### config.mk
export PLATFORM = sky130hd
export DESIGN_NAME = spi_reg_responder
export DESIGN_NICKNAME = d
export VERILOG_FILES = /design/src/rtl/spi_resp_pkg.sv /design/src/rtl/spi_reg_responder_sync_edge.sv /design/src/rtl/spi_reg_responder.sv
export SDC_FILE = /design/constraint.sdc
export NUM_CORES = 1
export LEC_CHECK = 0
export CAP_MARGIN = 20
export CORE_ASPECT_RATIO = 1.2
export CORE_MARGIN = 4
export CORE_UTILIZATION = 66
export CTS_BUF_LIST = sky130_fd_sc_hd__clkbuf_4
export CTS_CLUSTER_SIZE = 10
export DETAILED_ROUTE_END_ITERATION = 8
export DONT_BUFFER_PORTS = 1
export PLACE_DENSITY = 0.78
export SETUP_SLACK_MARGIN = 0.02
export SLEW_MARGIN = 20
export SYNTH_ARGS = -nofsm -noshare
export SYNTH_HDL_FRONTEND = slang
export SYNTH_SLANG_ARGS = --single-unit
### constraint.sdc
create_clock -name clk_clk -period 2.7 [get_ports clk_clk]
set_input_delay 0.675 -clock clk_clk [delete_from_list [all_inputs] [get_ports clk_clk]]
set_output_delay 0.675 -clock clk_clk [all_outputs]
set_load 0.02 [all_outputs]
### src/rtl/spi_resp_pkg.sv
// Shared types and constants for the SPI register responder.
package spi_resp_pkg;

  localparam int ADDR_W       = 5;
  localparam int NREGS        = 32;
  localparam int CMD_WR_BIT   = 1;
  localparam int CMD_ADDR_MSB = 7;
  localparam int CMD_ADDR_LSB = 3;

  typedef enum logic [1:0] {
    ST_IDLE = 2'd0,
    ST_CMD  = 2'd1,
    ST_DATA = 2'd2
  } state_t;

  // Register address carried in a command byte.
  function automatic logic [ADDR_W-1:0] cmd_addr(input logic [7:0] cmd);
    return cmd[CMD_ADDR_MSB:CMD_ADDR_LSB];
  endfunction

endpackage

### src/rtl/spi_reg_responder_sync_edge.sv
// N-stage synchronizer with single-cycle rise/fall pulses on the synchronized level.
module sync_edge #(
  parameter int   STAGES  = 2,   // must be >= 2
  parameter logic RST_VAL = 1'b0
) (
  input  logic clk,
  input  logic rst_n,
  input  logic i_async,
  output logic o_rise,
  output logic o_fall
);

  logic [STAGES-1:0] r_sync;
  logic              r_prev;
  logic              w_level;

  assign w_level = r_sync[STAGES-1];

  // Shift the asynchronous input through the chain and keep one delayed copy for edges.
  always_ff @(posedge clk or negedge rst_n) begin
    if (!rst_n) begin
      r_sync <= {STAGES{RST_VAL}};
      r_prev <= RST_VAL;
    end else begin
      r_sync <= {r_sync[STAGES-2:0], i_async};
      r_prev <= w_level;
    end
  end

  assign o_rise = w_level & ~r_prev;
  assign o_fall = ~w_level & r_prev;

endmodule

### src/rtl/spi_reg_responder.sv
// SPI mode-0 responder exposing a 32x8 register file through a
// command byte (addr[7:3], write[1]) followed by data bytes.
// Handshake: wr_strobe is a one-cycle valid pulse with no ready; wr_addr/wr_data
// are meaningful only in the cycle wr_strobe is high.
module spi_reg_responder
  import spi_resp_pkg::*;
#(
  parameter int   SYNC_STAGES = 2,
  parameter logic IDLE_MISO   = 1'b0
) (
  input  logic              clk_clk,
  input  logic              reset_reset_n,
  input  logic              spi_sclk,
  input  logic              spi_mosi,
  input  logic              spi_ss_n,
  output logic              spi_miso,
  output logic              spi_miso_oe,
  input  logic [7:0]        status_in,
  output logic              wr_strobe,
  output logic [ADDR_W-1:0] wr_addr,
  output logic [7:0]        wr_data,
  output logic              frame_err,
  output state_t            dbg_state
);

  logic w_sclk_rise, w_sclk_fall, w_ss_rise, w_ss_fall;
  logic w_mosi;
  logic [7:0] w_rx_next;

  logic [SYNC_STAGES-1:0] r_mosi_sync;
  state_t                 r_state;
  logic [2:0]             r_bit_cnt;
  logic [7:0]             r_rx;
  logic [7:0]             r_tx;
  logic [ADDR_W-1:0]      r_addr;
  logic                   r_is_wr;
  logic                   r_wr_pend;
  logic [7:0]             r_pend_data;
  logic [7:0]             r_regs [NREGS];

  // SCLK idles low in mode 0.
  sync_edge #(.STAGES(SYNC_STAGES), .RST_VAL(1'b0)) u_sclk_sync (
    .clk     (clk_clk),
    .rst_n   (reset_reset_n),
    .i_async (spi_sclk),
    .o_rise  (w_sclk_rise),
    .o_fall  (w_sclk_fall)
  );

  // SS_n chain resets to "selected" so a select already active at reset
  // release yields no falling edge: the frame is only joined after a rise.
  sync_edge #(.STAGES(SYNC_STAGES), .RST_VAL(1'b0)) u_ss_sync (
    .clk     (clk_clk),
    .rst_n   (reset_reset_n),
    .i_async (spi_ss_n),
    .o_rise  (w_ss_rise),
    .o_fall  (w_ss_fall)
  );

  // MOSI synchronizer, same depth as SCLK so a rise pulse lines up with its data bit.
  always_ff @(posedge clk_clk or negedge reset_reset_n) begin
    if (!reset_reset_n) r_mosi_sync <= '0;
    else                r_mosi_sync <= {r_mosi_sync[SYNC_STAGES-2:0], spi_mosi};
  end

  assign w_mosi    = r_mosi_sync[SYNC_STAGES-1];
  assign w_rx_next = {r_rx[6:0], w_mosi};

  // Frame FSM: byte assembly, TX shifting, command decode and MISO drive.
  always_ff @(posedge clk_clk or negedge reset_reset_n) begin
    if (!reset_reset_n) begin
      r_state     <= ST_IDLE;
      r_bit_cnt   <= '0;
      r_rx        <= '0;
      r_tx        <= '0;
      r_addr      <= '0;
      r_is_wr     <= 1'b0;
      r_wr_pend   <= 1'b0;
      r_pend_data <= '0;
      spi_miso    <= IDLE_MISO;
      spi_miso_oe <= 1'b0;
      frame_err   <= 1'b0;
    end else begin
      frame_err <= 1'b0;
      r_wr_pend <= 1'b0;
      if (w_ss_rise) begin
        // Deselect wins over any simultaneous SCLK edge; a partial byte is dropped.
        r_state     <= ST_IDLE;
        r_bit_cnt   <= '0;
        spi_miso    <= IDLE_MISO;
        spi_miso_oe <= 1'b0;
        frame_err   <= (r_bit_cnt != 3'd0);
      end else if (r_state == ST_IDLE) begin
        if (w_ss_fall) begin
          r_state     <= ST_CMD;
          r_bit_cnt   <= '0;
          r_tx        <= status_in;
          spi_miso    <= status_in[7];
          spi_miso_oe <= 1'b1;
        end
      end else if (w_sclk_rise) begin
        r_rx      <= w_rx_next;
        r_bit_cnt <= r_bit_cnt + 3'd1;
        r_tx      <= {r_tx[6:0], 1'b0};
        if (r_bit_cnt == 3'd7) begin
          if (r_state == ST_CMD) begin
            r_state <= ST_DATA;
            r_addr  <= cmd_addr(w_rx_next);
            r_is_wr <= w_rx_next[CMD_WR_BIT];
            if (!w_rx_next[CMD_WR_BIT]) r_tx <= r_regs[cmd_addr(w_rx_next)];
          end else if (r_is_wr) begin
            r_wr_pend   <= 1'b1;
            r_pend_data <= w_rx_next;
          end else begin
            r_tx <= r_regs[r_addr];
          end
        end
      end else if (w_sclk_fall) begin
        // A fall before the first rise just re-presents the loaded MSB.
        spi_miso <= r_tx[7];
      end
    end
  end

  // Register file commit and write-strobe output, one cycle after byte completion.
  always_ff @(posedge clk_clk or negedge reset_reset_n) begin
    if (!reset_reset_n) begin
      for (int i = 0; i < NREGS; i++) r_regs[i] <= '0;
      wr_strobe <= 1'b0;
      wr_addr   <= '0;
      wr_data   <= '0;
    end else begin
      wr_strobe <= r_wr_pend;
      if (r_wr_pend) begin
        r_regs[r_addr] <= r_pend_data;
        wr_addr        <= r_addr;
        wr_data        <= r_pend_data;
      end
    end
  end

  assign dbg_state = r_state;

endmodule

# Word level (Yosys, flattened, before mapping)
# Index checks and enable logic that the tools add are counted.
# word_totals
elab_cells,132
in_bits,13
regBits,316
mem_bits_rw,0
rom_bits,0
output_inout_bits,19
n_memories,0
latchBits,0
# op_classes
bitwise_logic,13
n_addsub,1
magnitude_cmp,3
n_div,0
n_reduce_logical,18
n_mux,41
shifts,0
n_mul,0
eq_ne,5
# ops
op,n
bitwise mux 256 bit,1
2-to-1 mux 8 bit,12
binary-select mux 8 bit (select 5 bit),2
demux 8 bit (select 5 bit),1
2-to-1 mux 1 bit,15
nonzero test 3 bit,5
"greater-or-equal comparator 6 bit, second input constant",2
2-to-1 mux 2 bit,6
2-to-1 mux 3 bit,4
NOT 5 -> 6 bit,2
AND reduction 3 bit,3
NOT 1 bit,7
"less-than comparator 6 x 1 -> 1 bit, second input constant",1
AND reduction 6 bit,1
nonzero test 2 bit,3
AND reduction 5 bit,1
bitwise AND 1 bit,4
AND reduction 2 bit,2
AND reduction 4 bit,1
"adder 3 x 1 -> 3 bit, second input constant",1
"equality test 3 bit, second input constant",1
"inequality test 3 x 1 -> 1 bit, second input constant",1
"inequality test 3 x 2 -> 1 bit, second input constant",1
"equality test 2 x 1 -> 1 bit, second input constant",1
3 further kinds,3

# Logic depth before layout (Yosys ltp)
# Gate-level depths: netlist (run 1).
# depth
ltp_word,9
depth_mapped,11
depth_no_buf,8

# Cells and area by module
# A second synthesis (run 1) with hierarchy kept.
# hier_totals
hier_cells,1200
hier_area_um2,16848.7
# by_module_without_submodules
mod,area_per_inst_um2,n_inst,cells_each,seq_area_each_um2
spi_reg_responder,16668.5,1,1190,7757.4
sync_edge,90.1,2,5,75.1

# Worst setup path after synthesis (run 1)
# OpenSTA, ideal clock, no wires.
# synth_path
path_type,register to register
startpoint,reg r_addr[1]
endpoint,reg r_tx[7]
required_ns,2.576
path_stages_with_launch,9
setup_slack_ns,0.316
arrival_ns,2.260
path_buffers,2
period_less_slack_ns,2.384
setup_ns,0.124
path_cell_list,dfrtp_1 buf_2 buf_1 mux2i_1 o22ai_1 or4_1 nor3_1 nor3_1 o31a_1
# synth_via
elab_chain_len,9
# synth_rtl
element,line_no,rtl
"start, declared",spi_reg_responder.sv:35,logic [ADDR_W-1:0] r_addr;
"start signal, assigned",spi_reg_responder.sv:108,r_addr <= cmd_addr(w_rx_next);
NOT 5 -> 6 bit (implied by the code),spi_reg_responder.sv:115,r_tx <= r_regs[r_addr];
binary-select mux 8 bit (select 5 bit),spi_reg_responder.sv:115,
2-to-1 mux 8 bit (implied by the code) (2 in a row),spi_reg_responder.sv:115,
2-to-1 mux 8 bit,spi_reg_responder.sv:111,end else if (r_is_wr) begin
2-to-1 mux 8 bit,spi_reg_responder.sv:106,if (r_state == ST_CMD) begin
2-to-1 mux 8 bit,spi_reg_responder.sv:105,if (r_bit_cnt == 3'd7) begin
2-to-1 mux 8 bit,spi_reg_responder.sv:101,end else if (w_sclk_rise) begin
2-to-1 mux 8 bit,spi_reg_responder.sv:93,end else if (r_state == ST_IDLE) begin
"end signal, assigned",spi_reg_responder.sv:97,r_tx <= status_in;
"end signal, assigned",spi_reg_responder.sv:104,"r_tx <= {r_tx[6:0], 1'b0};"
"end signal, assigned",spi_reg_responder.sv:110,if (!w_rx_next[CMD_WR_BIT]) r_tx <= r_regs[cmd_addr(w_rx_next)];
"end, declared",spi_reg_responder.sv:34,logic [7:0] r_tx;
# Every way passes these cells. The select of a mux whose other input is x is not followed.
# A chain may end at the register's enable or synchronous reset.

# Worst setup path in the final report (run 1)
# layout_path
startpoint,reg r_addr[1]
endpoint,reg r_tx[3]
# Same word-level chain as after synthesis.

==> impl_metrics.json, run 1 <==
{
  "status": "finished with violations",
  "failed_checks": "hold timing",
  "worst_slack_ps": 60.3,
  "antenna_found_initial": 1,
  "rows": 63,
  "grt_usage_pct": 34.0,
  "vias_per_cell": 6.94,
  "leakage_nw": 8.06,
  "synthArstFlopShare_pct": 100,
  "syn_nets": 1236,
  "fin_area_um2": 18300,
  "power_mw": 10.1,
  "cts_tree": "yes",
  "num_io_pins": 32,
  "drc_errors": 0,
  "vdd_ir_drop_max_mv": 0.391,
  "syn_inst": 1218,
  "clk_path_buf_depth": 3,
  "multi_input_area_um2": 8120,
  "finalNonFillerCells": 1678,
  "fp.dieH_um": 181,
  "cts-root-buf": "clkbuf_4",
  "dp_slack_ps": 70.5,
  "drt_iter0_drc": 1007,
  "dp_hpwl_mm": 32.0,
  "core_region_area_um2": 24700,
  "cp_slowest_cell": "dfrtp_4",
  "portBuffers": 0,
  "seqCellArea_um2": 7920,
  "hp-class": "primary input to async pin",
  "clk_latency_ps": 720,
  "p_per_area_nw_per_um2": 553,
  "syn-mean-instance-area_um2": 13.6,
  "wirelength_mm": 46.6,
  "start_kind": "flop",
  "first_pass_iters": 6,
  "ys_warn_count": 0,
  "synth_edf_count": 0,
  "grt_pass1_wl_mm": 72.5,
  "cts_hold_buf": 3,
  "place_congestion": 1.02,
  "grt_pass1_vias": 12000,
  "tns_ps": 0,
  "hold_viol_final": 316,
  "grt_max_degree": 317,
  "setup_viol": 0,
  "cts_setup_buffers": 0,
  "worstPathCellList": "buf_12 -> buf_4 -> mux4_2 -> a22oi_1 -> nand4_1 -> a211oi_1 -> o21ai_0",
  "dp_cells": 1542,
  "placedInstanceArea_um2": 17300,
  "numCtsBuffers": 79,
  "ys.flop_type": "dfrtp_1",
  "die_w_um": 152,
  "report.final.slew_viol_count": 0,
  "cp.required_ps": 3260,
  "wire_per_inst_um": 27.7,
  "worstPathMaxFanout": 25,
  "maxCapViolCount": 0,
  "initial_core_util_pct": 67.0,
  "fmax_ghz": 0.379,
  "htree_levels": 3,
  "cpPeakStageDelay_ps": 660,
  "worst_pin_slew_ps": 713,
  "area_delta_synth_final_pct": 11.0,
  "clock-sinks": 316,
  "fp.dieArea_um2": 27600,
  "slew_headroom_pct": 52.5,
  "num_vias": 11600,
  "post-route-period-util_pct": 97.8,
  "seq_area_frac_synth_pct": 47.9,
  "worst_ep_arrival_time_ps": 3200,
  "synth_area_um2": 16500,
  "ys_types": 55,
  "overflow": 0,
  "holdWs_ps": -333,
  "postRouteAntennaNets": 0,
  "clkTransAtPathRegs_ps": 70,
  "fillers": 1644,
  "critPathKind": "flop to flop",
  "fin_nets": 1320,
  "critPathCaptureType": "flop",
  "drive_gt1_share_pct": 44.1,
  "worst_clock_skew_ps": 30.9,
  "fin_crit_ps": 2640,
  "synth_seq_cells": 316,
  "utilization_pct": 74.3,
  "grt_setup_unrepaired": "no"
}
[power by group]
group / switching, mW / internal [mW] / total, mW
Sequential: 0.153 / 4.83 / 4.98
Clock: 1.94 / 1.91 / 3.85
Combinational: 0.724 / 0.590 / 1.31
Total: 2.82 / 7.33 / 10.1
[cells in the mapped netlist (all sizes together) (5+ instances only)]
cell type  number  share of area (%)
nand2          28               0.64
mux4           79                 11
nand4           5               0.19
nor2           42                1.0
a21oi          27               0.82
buf            42                1.6
o22ai          40                1.5
a22o            6               0.32
nor3           14               0.42
nand3b          5               0.23
nor2b           7               0.27
a211oi         12               0.55
inv            16               0.36
dfrtp         316                 48
mux2          285                 19
nand3           6               0.18
o221ai          8               0.42
nor4            5               0.19
o21ai          22               0.67
or3             6               0.23
mux2i         119                7.2
a22oi          17               0.77
ha              5               0.38
and3            5               0.19
clkbuf         55                1.2
or4bb           5               0.34
[layer usage]
metal | up-vias | GRT usage, % | wire length (um)
met3 | 148 | 7.26 | 4140
met4 | 0 | 14.7 | 2150
met2 | 650 | 52.0 | 21500
met1 | 5997 | 47.9 | 18700
li1 | 4846 | - | -
met5 | - | 0 | 0
[worst paths after layout]
path,end,cells past startpoint,start,slack [ps]
hold / removal,r_regs[150],0,reset_reset_n,-330
hold reg to reg,u_ss_sync.r_sync[1],0,u_ss_sync.r_sync[0],350
max in group asynchronous,r_regs[113],0,reset_reset_n,2500
setup reg to reg,r_tx[3],7,r_addr[1],60
setup / recovery,r_tx[3],7,r_addr[1],60
min in group clk_clk,r_tx[4],4,status_in[4],240
[critical path, delay by kind of cell (launching register included)]
family          cells  cell delay [ps]
compound gates      3              710
buf+inv             2              520
flops               1              660
mux                 1              390
simple gates        1              180
[cells by family after synthesis]
| logic type | synth area share [%] |
|---|---|
| AO/OA/AOI/OAI | 5.77 |
| adder cells (fa/ha/maj) | 0.379 |
| buffers and inverters | 3.25 |
| flip-flops | 47.9 |
| multiplexers | 37.5 |
| AND/OR/NAND/NOR | 5.21 |
[sequential cells by signal (all words and copies together), names as in the netlist]
signal / flops
u_sclk_sync.r_sync: 2
wr_addr: 5
frame_err: 1
r_addr: 5
u_ss_sync.r_prev: 1
r_is_wr: 1
r_mosi_sync: 2
spi_miso: 1
r_pend_data: 8
wr_data: 8
r_bit_cnt: 3
dbg_state: 2
r_wr_pend: 1
r_rx: 7
wr_strobe: 1
r_regs: 256
spi_miso_oe: 1
r_tx: 8
u_sclk_sync.r_prev: 1
u_ss_sync.r_sync: 2
[area by class of cell]
class	instances	area share, %
multi-input combinational	789	44.3
sequential	316	43.2
timing repair buffer	100	4.84
clock buffer	105	4.30
tap	325	2.22
clock inverter	26	0.799
inverter	16	0.328
antenna	1	0.0137
[layout by cell type, fill, tap and decap left out, types with 16 or more instances in the layout]
cell      instances
nand2_1          28
a22oi_1          17
clkbuf_4        105
o21ai_0          19
inv_1            16
a21oi_1          27
nor2_1           38
mux4_2           73
o22ai_1          40
mux2i_1         118
buf_4            87
dfrtp_1         309
clkinv_1         16
mux2_2          282
[repair_timing]
action                                  CTS  global route
hold endpoints to repair                319           316
resized for setup                         1             9
cloned                                    0             1
endpoints found under the setup margin    1             8
pin swaps                                 0             0
(Power assumes the default switching activity.)
==> run 2, diff against run 1 <==
Settings changed: HOLD_SLACK_MARGIN from default to 0.06.
==> results of run 2 <==
Final layout, timing and power as in run 1 (identical DEF).
